[src/rtl/exec_if.sv]
`default_nettype none
// ============================================================================
// Module  : exec_if -- RS-to-execution-unit issue and CDB broadcast bundle
// Revision: 1.0
// ============================================================================
interface exec_if #(
    parameter int ROBID_BITS  = 7,
    parameter int VALUE_SIZE  = 32,
    parameter int OPCODE_SIZE = 20
);
    logic                             rdy_exc;
    logic [ROBID_BITS-1:0]            exc_robid;
    logic [VALUE_SIZE-1:0]            in_val1;
    logic [VALUE_SIZE-1:0]            in_val2;
    logic [OPCODE_SIZE-1:0]           in_opcode;
    logic                             robfull;
    logic                             exc_busy;
    logic                             exc_finish;
    logic [ROBID_BITS+VALUE_SIZE-1:0] CDB;
    logic                             exc_illegal;

    modport master (
        output rdy_exc, exc_robid, in_val1, in_val2, in_opcode, robfull,
        input  exc_busy, exc_finish, CDB, exc_illegal
    );

    modport slave (
        input  rdy_exc, exc_robid, in_val1, in_val2, in_opcode, robfull,
        output exc_busy, exc_finish, CDB, exc_illegal
    );
endinterface
`default_nettype wire

[src/rtl/exec_unit.sv]
`default_nettype none
// ============================================================================
// Module  : exec_unit -- integer ALU/MUL, issue from RS, result onto the CDB
// Revision: 1.0
// ============================================================================
module exec_unit #(
    parameter int ROBID_BITS  = 7,
    parameter int VALUE_SIZE  = 32,
    parameter int OPCODE_SIZE = 20,
    parameter int MUL_LAT     = 4
) (
    input  logic   clk,
    input  logic   rst,
    exec_if.slave  bus
);
    localparam int CNT_W = (MUL_LAT > 1) ? $clog2(MUL_LAT) : 1;
    localparam logic [CNT_W-1:0] c_MUL_CNT = CNT_W'(MUL_LAT - 1);

    localparam logic [3:0] c_OP_ADD  = 4'd0;
    localparam logic [3:0] c_OP_SUB  = 4'd1;
    localparam logic [3:0] c_OP_AND  = 4'd2;
    localparam logic [3:0] c_OP_OR   = 4'd3;
    localparam logic [3:0] c_OP_XOR  = 4'd4;
    localparam logic [3:0] c_OP_SLL  = 4'd5;
    localparam logic [3:0] c_OP_SRL  = 4'd6;
    localparam logic [3:0] c_OP_SRA  = 4'd7;
    localparam logic [3:0] c_OP_SLT  = 4'd8;
    localparam logic [3:0] c_OP_SLTU = 4'd9;
    localparam logic [3:0] c_OP_MUL  = 4'd10;

    typedef enum logic [1:0] {
        S_IDLE  = 2'd0,
        S_EXEC  = 2'd1,
        S_WAIT  = 2'd2,
        S_BCAST = 2'd3
    } state_t;

    state_t                           r_state;
    state_t                           w_state_nxt;
    logic [CNT_W-1:0]                 r_cnt;
    logic [ROBID_BITS-1:0]            r_robid;
    logic [VALUE_SIZE-1:0]            r_val1;
    logic [VALUE_SIZE-1:0]            r_val2;
    logic [3:0]                       r_op;
    logic                             r_busy;
    logic                             r_finish;
    logic                             r_illegal;
    logic [ROBID_BITS+VALUE_SIZE-1:0] r_cdb;
    logic                             r_dup_valid;
    logic [ROBID_BITS-1:0]            r_dup_robid;

    logic                             w_dup;
    logic                             w_accept;
    logic                             w_bcast;
    logic [VALUE_SIZE-1:0]            w_result;
    logic                             w_illegal;
    logic                             w_unused_opcode;

    // Only the low nibble of the opcode is decoded.
    assign w_unused_opcode = ^bus.in_opcode[OPCODE_SIZE-1:4];

    // A re-presented tag that was just broadcast must not be executed twice.
    assign w_dup    = r_dup_valid && (bus.exc_robid == r_dup_robid);
    assign w_accept = bus.rdy_exc && !w_dup &&
                      ((r_state == S_IDLE) || (r_state == S_BCAST));

    always_comb begin
        w_result  = '0;
        w_illegal = 1'b0;
        case (r_op)
            c_OP_ADD:  w_result = r_val1 + r_val2;
            c_OP_SUB:  w_result = r_val1 - r_val2;
            c_OP_AND:  w_result = r_val1 & r_val2;
            c_OP_OR:   w_result = r_val1 | r_val2;
            c_OP_XOR:  w_result = r_val1 ^ r_val2;
            c_OP_SLL:  w_result = r_val1 << r_val2[4:0];
            c_OP_SRL:  w_result = r_val1 >> r_val2[4:0];
            c_OP_SRA:  w_result = $signed(r_val1) >>> r_val2[4:0];
            c_OP_SLT:  w_result = VALUE_SIZE'($signed(r_val1) < $signed(r_val2));
            c_OP_SLTU: w_result = VALUE_SIZE'(r_val1 < r_val2);
            c_OP_MUL:  w_result = r_val1 * r_val2;
            default:   w_illegal = 1'b1;
        endcase
    end

    always_comb begin
        w_state_nxt = r_state;
        case (r_state)
            S_IDLE:  if (w_accept) w_state_nxt = S_EXEC;
            S_EXEC:  if (r_cnt == '0) w_state_nxt = bus.robfull ? S_WAIT : S_BCAST;
            S_WAIT:  if (!bus.robfull) w_state_nxt = S_BCAST;
            S_BCAST: w_state_nxt = w_accept ? S_EXEC : S_IDLE;
            default: w_state_nxt = S_IDLE;
        endcase
        w_bcast = (w_state_nxt == S_BCAST);
    end

    always_ff @(posedge clk or negedge rst) begin
        if (!rst) begin
            r_state     <= S_IDLE;
            r_cnt       <= '0;
            r_robid     <= '0;
            r_val1      <= '0;
            r_val2      <= '0;
            r_op        <= '0;
            r_busy      <= 1'b0;
            r_finish    <= 1'b0;
            r_illegal   <= 1'b0;
            r_cdb       <= '0;
            r_dup_valid <= 1'b0;
            r_dup_robid <= '0;
        end else begin
            r_state  <= w_state_nxt;
            r_busy   <= (w_state_nxt == S_EXEC) || (w_state_nxt == S_WAIT);
            r_finish <= w_bcast;

            if (w_accept) begin
                r_robid <= bus.exc_robid;
                r_val1  <= bus.in_val1;
                r_val2  <= bus.in_val2;
                r_op    <= bus.in_opcode[3:0];
                r_cnt   <= (bus.in_opcode[3:0] == c_OP_MUL) ? c_MUL_CNT : '0;
            end else if ((r_state == S_EXEC) && (r_cnt != '0)) begin
                r_cnt <= r_cnt - CNT_W'(1);
            end

            // CDB is only ever rewritten by a broadcast; it holds otherwise.
            if (w_bcast) begin
                r_cdb       <= {r_robid, w_result};
                r_illegal   <= w_illegal;
                r_dup_robid <= r_robid;
                r_dup_valid <= 1'b1;
            end else begin
                r_illegal <= 1'b0;
                if (!bus.rdy_exc || (bus.exc_robid != r_dup_robid))
                    r_dup_valid <= 1'b0;
            end
        end
    end

    assign bus.exc_busy    = r_busy;
    assign bus.exc_finish  = r_finish;
    assign bus.CDB         = r_cdb;
    assign bus.exc_illegal = r_illegal;
endmodule
`default_nettype wire
[src/flat_wrapper.sv]
// flat-port wrapper written by rule: the top's interface ports become plain ports
module exec_unit_flat 
#(
    parameter int ROBID_BITS  = 7,
    parameter int VALUE_SIZE  = 32,
    parameter int OPCODE_SIZE = 20,
    parameter int MUL_LAT     = 4
)
  (clk, rst, bus_rdy_exc, bus_exc_robid, bus_in_val1, bus_in_val2, bus_in_opcode, bus_robfull, bus_exc_busy, bus_exc_finish, bus_CDB, bus_exc_illegal);
  exec_if #(.ROBID_BITS(ROBID_BITS), .VALUE_SIZE(VALUE_SIZE), .OPCODE_SIZE(OPCODE_SIZE)) bus_i ();
  input  logic clk;
  input  logic rst;
  input wire logic [$bits(bus_i.rdy_exc)-1:0] bus_rdy_exc;
  input wire logic [$bits(bus_i.exc_robid)-1:0] bus_exc_robid;
  input wire logic [$bits(bus_i.in_val1)-1:0] bus_in_val1;
  input wire logic [$bits(bus_i.in_val2)-1:0] bus_in_val2;
  input wire logic [$bits(bus_i.in_opcode)-1:0] bus_in_opcode;
  input wire logic [$bits(bus_i.robfull)-1:0] bus_robfull;
  output wire logic [$bits(bus_i.exc_busy)-1:0] bus_exc_busy;
  output wire logic [$bits(bus_i.exc_finish)-1:0] bus_exc_finish;
  output wire logic [$bits(bus_i.CDB)-1:0] bus_CDB;
  output wire logic [$bits(bus_i.exc_illegal)-1:0] bus_exc_illegal;
  assign bus_i.rdy_exc = bus_rdy_exc;
  assign bus_i.exc_robid = bus_exc_robid;
  assign bus_i.in_val1 = bus_in_val1;
  assign bus_i.in_val2 = bus_in_val2;
  assign bus_i.in_opcode = bus_in_opcode;
  assign bus_i.robfull = bus_robfull;
  assign bus_exc_busy = bus_i.exc_busy;
  assign bus_exc_finish = bus_i.exc_finish;
  assign bus_CDB = bus_i.CDB;
  assign bus_exc_illegal = bus_i.exc_illegal;
  exec_unit #(.ROBID_BITS(ROBID_BITS), .VALUE_SIZE(VALUE_SIZE), .OPCODE_SIZE(OPCODE_SIZE), .MUL_LAT(MUL_LAT)) u_core (.clk(clk), .rst(rst), .bus(bus_i));
endmodule
[config.mk]
export PLATFORM = sky130hd
export DESIGN_NAME = exec_unit_flat
export DESIGN_NICKNAME = d
export VERILOG_FILES = /design/src/rtl/exec_if.sv /design/src/rtl/exec_unit.sv /design/src/flat_wrapper.sv
export SDC_FILE = /design/constraint.sdc
export NUM_CORES = 2
export LEC_CHECK = 0
export CORE_MARGIN = 2
export CORE_UTILIZATION = 64
export CTS_CLUSTER_DIAMETER = 80
export CTS_CLUSTER_SIZE = 12
export DETAILED_ROUTE_END_ITERATION = 10
export PLACE_DENSITY_LB_ADDON = 0.25
export SLEW_MARGIN = 40
export SYNTH_ARGS = -nofsm -noshare
export SYNTH_HDL_FRONTEND = slang
export SYNTH_SLANG_ARGS = --single-unit
[constraint.sdc]
create_clock -name clk -period 9.93 [get_ports clk]
set_input_delay 1.4895 -clock clk [delete_from_list [all_inputs] [get_ports clk]]
set_output_delay 1.4895 -clock clk [all_outputs]
set_load 0.02 [all_outputs]
Word-level counts from Yosys, hierarchy flattened. Index checks and enable logic that the tools add are counted. Widths: inputs -> output; s select.

$add $sub $neg: 3. Mux-type cells: 14. Magnitude comparators: 2. Reduce and logical (&&, ||, !) cells: 16. Multiply operators: 1. Shift operators: 3. Bitwise gates (word level): 3. Equal/unequal tests: 19.

Operators with widths (count): $pmux 32 s11 (1); $lt 32x32->1 (2); $add 32x32->32 (1); $and 32x32->32 (1); $mul 32x32->32 (1); $or 32x32->32 (1); $shl 32x5->32 (1); $shr 32x5->32 (1); $sshr 32x5->32 (1); $sub 32x32->32 (1); $xor 32x32->32 (1); $eq 4x3->1 const B (4); $eq 4x4->1 const B (4); $mux 2 (6); $reduce_or 11->1 (1); $eq 2x2->1 const B (4); $eq 4x2->1 const B (2); $pmux 2 s4 (1); $eq 7x7->1 (1); $ne 7x7->1 (1); $mux 1 (6); $reduce_bool 2->1 (3); $eq 2x1->1 const B (2); $eq 4x1->1 const B (1); other kinds (6) (13).

Logic and storage cells: 73. Input bits: 95. Output and inout port bits: 42. Flip-flop bits (word level): 129.

Longest topological paths before layout.
Depth after elaboration: 9. Gate-level depth with buffers: 30. Depth with buffers taken out: 27.

Least setup slack after synthesis. No wires, ideal clock.

Path type: reg-to-reg. Start: reg u_core.r_val2[2]. End: reg u_core.r_cdb[30], in the netlist u_core.bus.CDB[30]. Cell stages (with the launch flop): 30. Path buffers: 5. Library setup time: 0.132 ns. Setup slack: 1.541 ns. Clock period less this slack: 8.389 ns. Data required time: 9.798 ns. Arrival time: 8.257 ns. Cells stage by stage: dfrtp_1 -> clkbuf_1 -> inv_1 -> clkbuf_1 -> buf_1 -> clkbuf_1 -> buf_1 -> nor2_1 -> fa_1 -> inv_1 -> fa_1 -> fa_1 -> fa_1 -> inv_1 -> fa_1 -> inv_1 -> fa_1 -> inv_1 -> fa_1 -> fa_1 -> ha_1 -> and2_1 -> a2111oi_0 -> o31ai_1 -> nand3_1 -> o31ai_1 -> o21ai_0 -> mux2_2 -> a221oi_1 -> a21oi_1.

Longest elaborated chain between the ends: 2. Elaborated cells between the ends (all ways): 7. Those cells by class: add/sub: 2; mul: 1; shift: 3; mux: 1.

Ends and longest elaborated chain: from (decl) (RTL line exec_unit.sv:43) `logic [VALUE_SIZE-1:0] r_val2;`; from (signal assigned) (RTL line exec_unit.sv:120) `r_val2 <= bus.in_val2;`; $mul 32x32->32 (tied with other cells) (RTL line exec_unit.sv:81) `c_OP_MUL: w_result = r_val1 * r_val2;`; $pmux 32 s11 * (RTL line exec_unit.sv:70) `case (r_op)`; to (signal assigned) (RTL line exec_unit.sv:129) `r_cdb <= {r_robid, w_result};`; to (decl) (RTL line exec_unit.sv:48) `logic [ROBID_BITS+VALUE_SIZE-1:0] r_cdb;`.

Every way passes the cells marked *; elsewhere a longest branch is shown, timed or not. A chain may end at the register's enable or synchronous reset.

Worst setup path in the final report.
Start: reg u_core.r_val2[11]. End: reg u_core.r_cdb[30], in the netlist u_core.bus.CDB[30].

Longest elaborated chain between the ends: 2. Elaborated cells between the ends (all ways): 4. Those cells by class: add/sub: 2; mul: 1; mux: 1.

Ends and longest elaborated chain (RTL line): $mul 32x32->32 (tied with other cells) (exec_unit.sv:81); $pmux 32 s11 * (exec_unit.sv:70).

Marked as above.

==> flow_metrics.env <==
export IMPL_numCtsBuffers=17
export IMPL_placed_area_mm2=0.0297
export IMPL_synth_top_family_by_area="adder cells"
export IMPL_cp_end_kind="flip-flop"
export IMPL_netlist_area_leader_share=0.295
export IMPL_grt_pass1_wl_um=173000
export IMPL_hold_violations=0
export IMPL_maxCapViolCount=0
export IMPL_drive_gt1_frac=0.0806
export IMPL_grt_max_degree=79
export IMPL_die_h_um=213
export IMPL_rr_startpoint="u_core.r_val2[11]"
export IMPL_pin_count=137
export IMPL_synth_async_sr_flop_share=1.00
export IMPL_synth_fa_ha_area_frac=0.396
export IMPL_totalWireLength_um=116000
export IMPL_ys_warn_count=0
export IMPL_clock_latency_ns=0.46
export IMPL_finalSetupTns_ns=0
export IMPL_reg2reg_depth=23
export IMPL_reg2reg_slack_ns=1.06
export IMPL_syn_num_nets=4053
export IMPL_start_kind="flip-flop"
export IMPL_cts_tree="built"
export IMPL_yosysSeqAreaShare=0.110
export IMPL_syn_area_per_cell_um2=8.38
export IMPL_drc=0
export IMPL_clkSinkCount=122
export IMPL_crit_path_frequent_cell="fa_1"
export IMPL_post_route_period_util=0.894
export IMPL_rows=76
export IMPL_synthToLayoutAreaGrowth_pct=8.71
export IMPL_place_gp_congestion=1.07
export IMPL_synth_cells=3322
export IMPL_wl_per_cell_um=29.4
export IMPL_skew_ns=0.0217
export IMPL_die_area_mm2=0.0452
export IMPL_synth_edf_count=0
export IMPL_grt_usage=0.532
export IMPL_initial_core_util=0.648
export IMPL_core_mm2=0.0430
export IMPL_yosys_top_cells_count="nor2_1 (501), inv_1 (471), fa_1 (410)"
export IMPL_setup_viol=0
export IMPL_grt_pass1_vias=28100
export IMPL_rsz0062_at_grt="false"
export IMPL_tightest_slew_ns=0.960
export IMPL_synth_area_leaders="fa_1 (29%), dfrtp_1 (11%), ha_1 (10%)"
export IMPL_via_per_inst=6.92
export IMPL_synthXorXnorAreaFrac=0.0302
export IMPL_period_minus_slack_ns=8.87
export IMPL_synthMuxAreaShare=0.0760
export IMPL_crit_arrival_ns=9.19
export IMPL_cts_root_buf="clkbuf_16"
export IMPL_critPathMaxStageDelay_ns=0.78
export IMPL_vias=27300
export IMPL_required_ns=10.25
export IMPL_path_cells="clkinv_1 -> nor2_1 -> fa_1 -> fa_1 -> fa_1 -> inv_1 -> fa_1 -> inv_1 -> fa_1 -> ha_1 -> fa_1 -> fa_1 -> ha_1 -> a21oi_1 -> o21ai_0 -> a2111oi_0 -> o31ai_1 -> nand3_1 -> o31ai_1 -> o21ai_0 -> mux2_2 -> a221oi_1 -> a21oi_1"
export IMPL_min_to="u_core.bus.CDB[2]"
export IMPL_hold_depth=1
export IMPL_postCtsSetupBuffers=0
export IMPL_final_cells=3942
export IMPL_fin_nets=4068
export IMPL_clock_path_buffers=2
export IMPL_crit_type="reg -> reg"
export IMPL_final_antenna_net_count=0
export IMPL_grt_antenna_before_repair=4
export IMPL_synth_cell_area_mm2=0.0279
export IMPL_drtPass1Iterations=9
export IMPL_synth_cell_types=82
export IMPL_gr_total_overflow=0
export IMPL_whs_ns=0.480
export IMPL_ys_ff_latch=122
export IMPL_worst_path_max_delay_cell="clkinv_1"
export IMPL_yosysMostFrequentCell="nor2_1"
export IMPL_rr_endpoint="u_core.bus.CDB[30]"
export IMPL_synth_compound_area_frac=0.147
export IMPL_maxSlewHeadroom=0.360
export IMPL_clk_pin_slew_worst_paths_ns=0.07
export IMPL_place_hpwl_um=87300
export IMPL_synth_simple_gate_area_frac=0.147
export IMPL_synth_top_flop_cell="dfrtp_1"
export IMPL_dp_cells=3903
export IMPL_hp_start="u_core.bus.CDB[2]"
export IMPL_worstPathMaxFanout=17
export IMPL_htree_levels=4
export IMPL_maxSlewViolCount=0
export IMPL_io_buffers=120
export IMPL_hp_class="reg -> reg"
export IMPL_yosys_area_top_type="fa_1"
export IMPL_ctsResizeCount=0
export IMPL_fmaxAchievable_mhz=113
export IMPL_fin_area_mm2=0.0303
export IMPL_status="completed"
export IMPL_dieWidth_um=213
export IMPL_initialDrtViolationCount=3839
export IMPL_cts_hold_fix_buffers=0
-- registers in the layout, indices dropped and copies added (netlist names), 2 cells and up --
register,flops
u_core.bus.CDB,32
u_core.r_cnt,2
u_core.r_dup_robid,7
u_core.r_op,4
u_core.r_robid,7
u_core.r_state,2
u_core.r_val1,32
u_core.r_val2,32
-- kinds of logic after synthesis --
family          after synthesis
xor+xnor                     96
mux                         175
flops                       122
simple gates                989
fa+ha+maj                   636
compound gates              609
buf+inv                     695
-- final cells by class --
| type | count | area (um2) |
|---|---|---|
| clock inverters | 14 | 140 |
| fillers | 3289 | 12700 |
| repair buffers | 204 | 1840 |
| clock buffers | 18 | 439 |
| well taps | 585 | 732 |
| inverters | 487 | 1830 |
| flip-flops and latches | 122 | 3060 |
| multi-input cells | 2505 | 22200 |
| diodes | 7 | 17.5 |
-- metrics by stage --
stage / utilization / setup slack [ns]
final: 0.704 / 1.06
after global routing: 0.704 / 1.02
after CTS: 0.704 / 1.51
after detailed placement: 0.690 / 1.56
after global placement: 0.690 / 1.63
after floorplan: - / 1.54
-- routing by layer --
layer	vias to the layer above	track usage	share of wire
li1	10900	-	-
met1	13100	0.632	0.34
met2	2415	0.745	0.41
met3	834	0.231	0.15
met4	2	0.438	0.10
met5	-	0	0.000078
-- worst max-delay path by stage --
stage / from / to / slack, ns
after floorplan: u_core.r_val2[2] / u_core.bus.CDB[30] / 1.54
after global placement: u_core.r_val2[3] / u_core.bus.CDB[28] / 1.63
after CTS: u_core.r_val2[2] / u_core.bus.CDB[30] / 1.51
final: u_core.r_val2[11] / u_core.bus.CDB[30] / 1.06
after detailed placement: u_core.r_val2[2] / u_core.bus.CDB[30] / 1.56
after global routing: u_core.r_val2[11] / u_core.bus.CDB[28] / 1.02
-- layout by cell type, fill, tap and decap left out, types with 12 or more instances in the layout --
cell type | synthesis | final
a211o_1 | 16 | 16
a211oi_1 | 23 | 22
a21o_1 | 27 | 27
a21oi_1 | 131 | 131
a221oi_1 | 29 | 29
a22oi_1 | 19 | 19
a31oi_1 | 17 | 17
buf_4 | 0 | 82
clkbuf_16 | 0 | 17
clkdlybuf4s50_1 | 0 | 119
clkinv_1 | 14 | 15
dfrtp_1 | 122 | 117
fa_1 | 410 | 410
ha_1 | 226 | 225
inv_1 | 471 | 465
mux2_2 | 92 | 92
mux2i_1 | 63 | 63
mux4_2 | 20 | 20
nand2_1 | 331 | 331
nand2b_1 | 29 | 29
nand3_1 | 18 | 18
nor2_1 | 501 | 499
nor3_1 | 29 | 26
o2111ai_1 | 12 | 12
o211ai_1 | 22 | 22
o21ai_0 | 153 | 152
o21bai_1 | 15 | 15
o22ai_1 | 30 | 30
or3_1 | 20 | 20
xnor2_1 | 77 | 77
xor2_1 | 19 | 19
-- critical path: cells and delay by family (launching register included) --
family          cells  cell delay [ns]
fa+ha+maj           9             4.00
compound gates      8             2.14
buf+inv             3             0.90
flops               1             0.63
simple gates        2             0.58
mux                 1             0.45
Power is left out: the tool's default activity adds up to more than one toggle a clock period on the data nets, which glitch-free logic cannot reach.
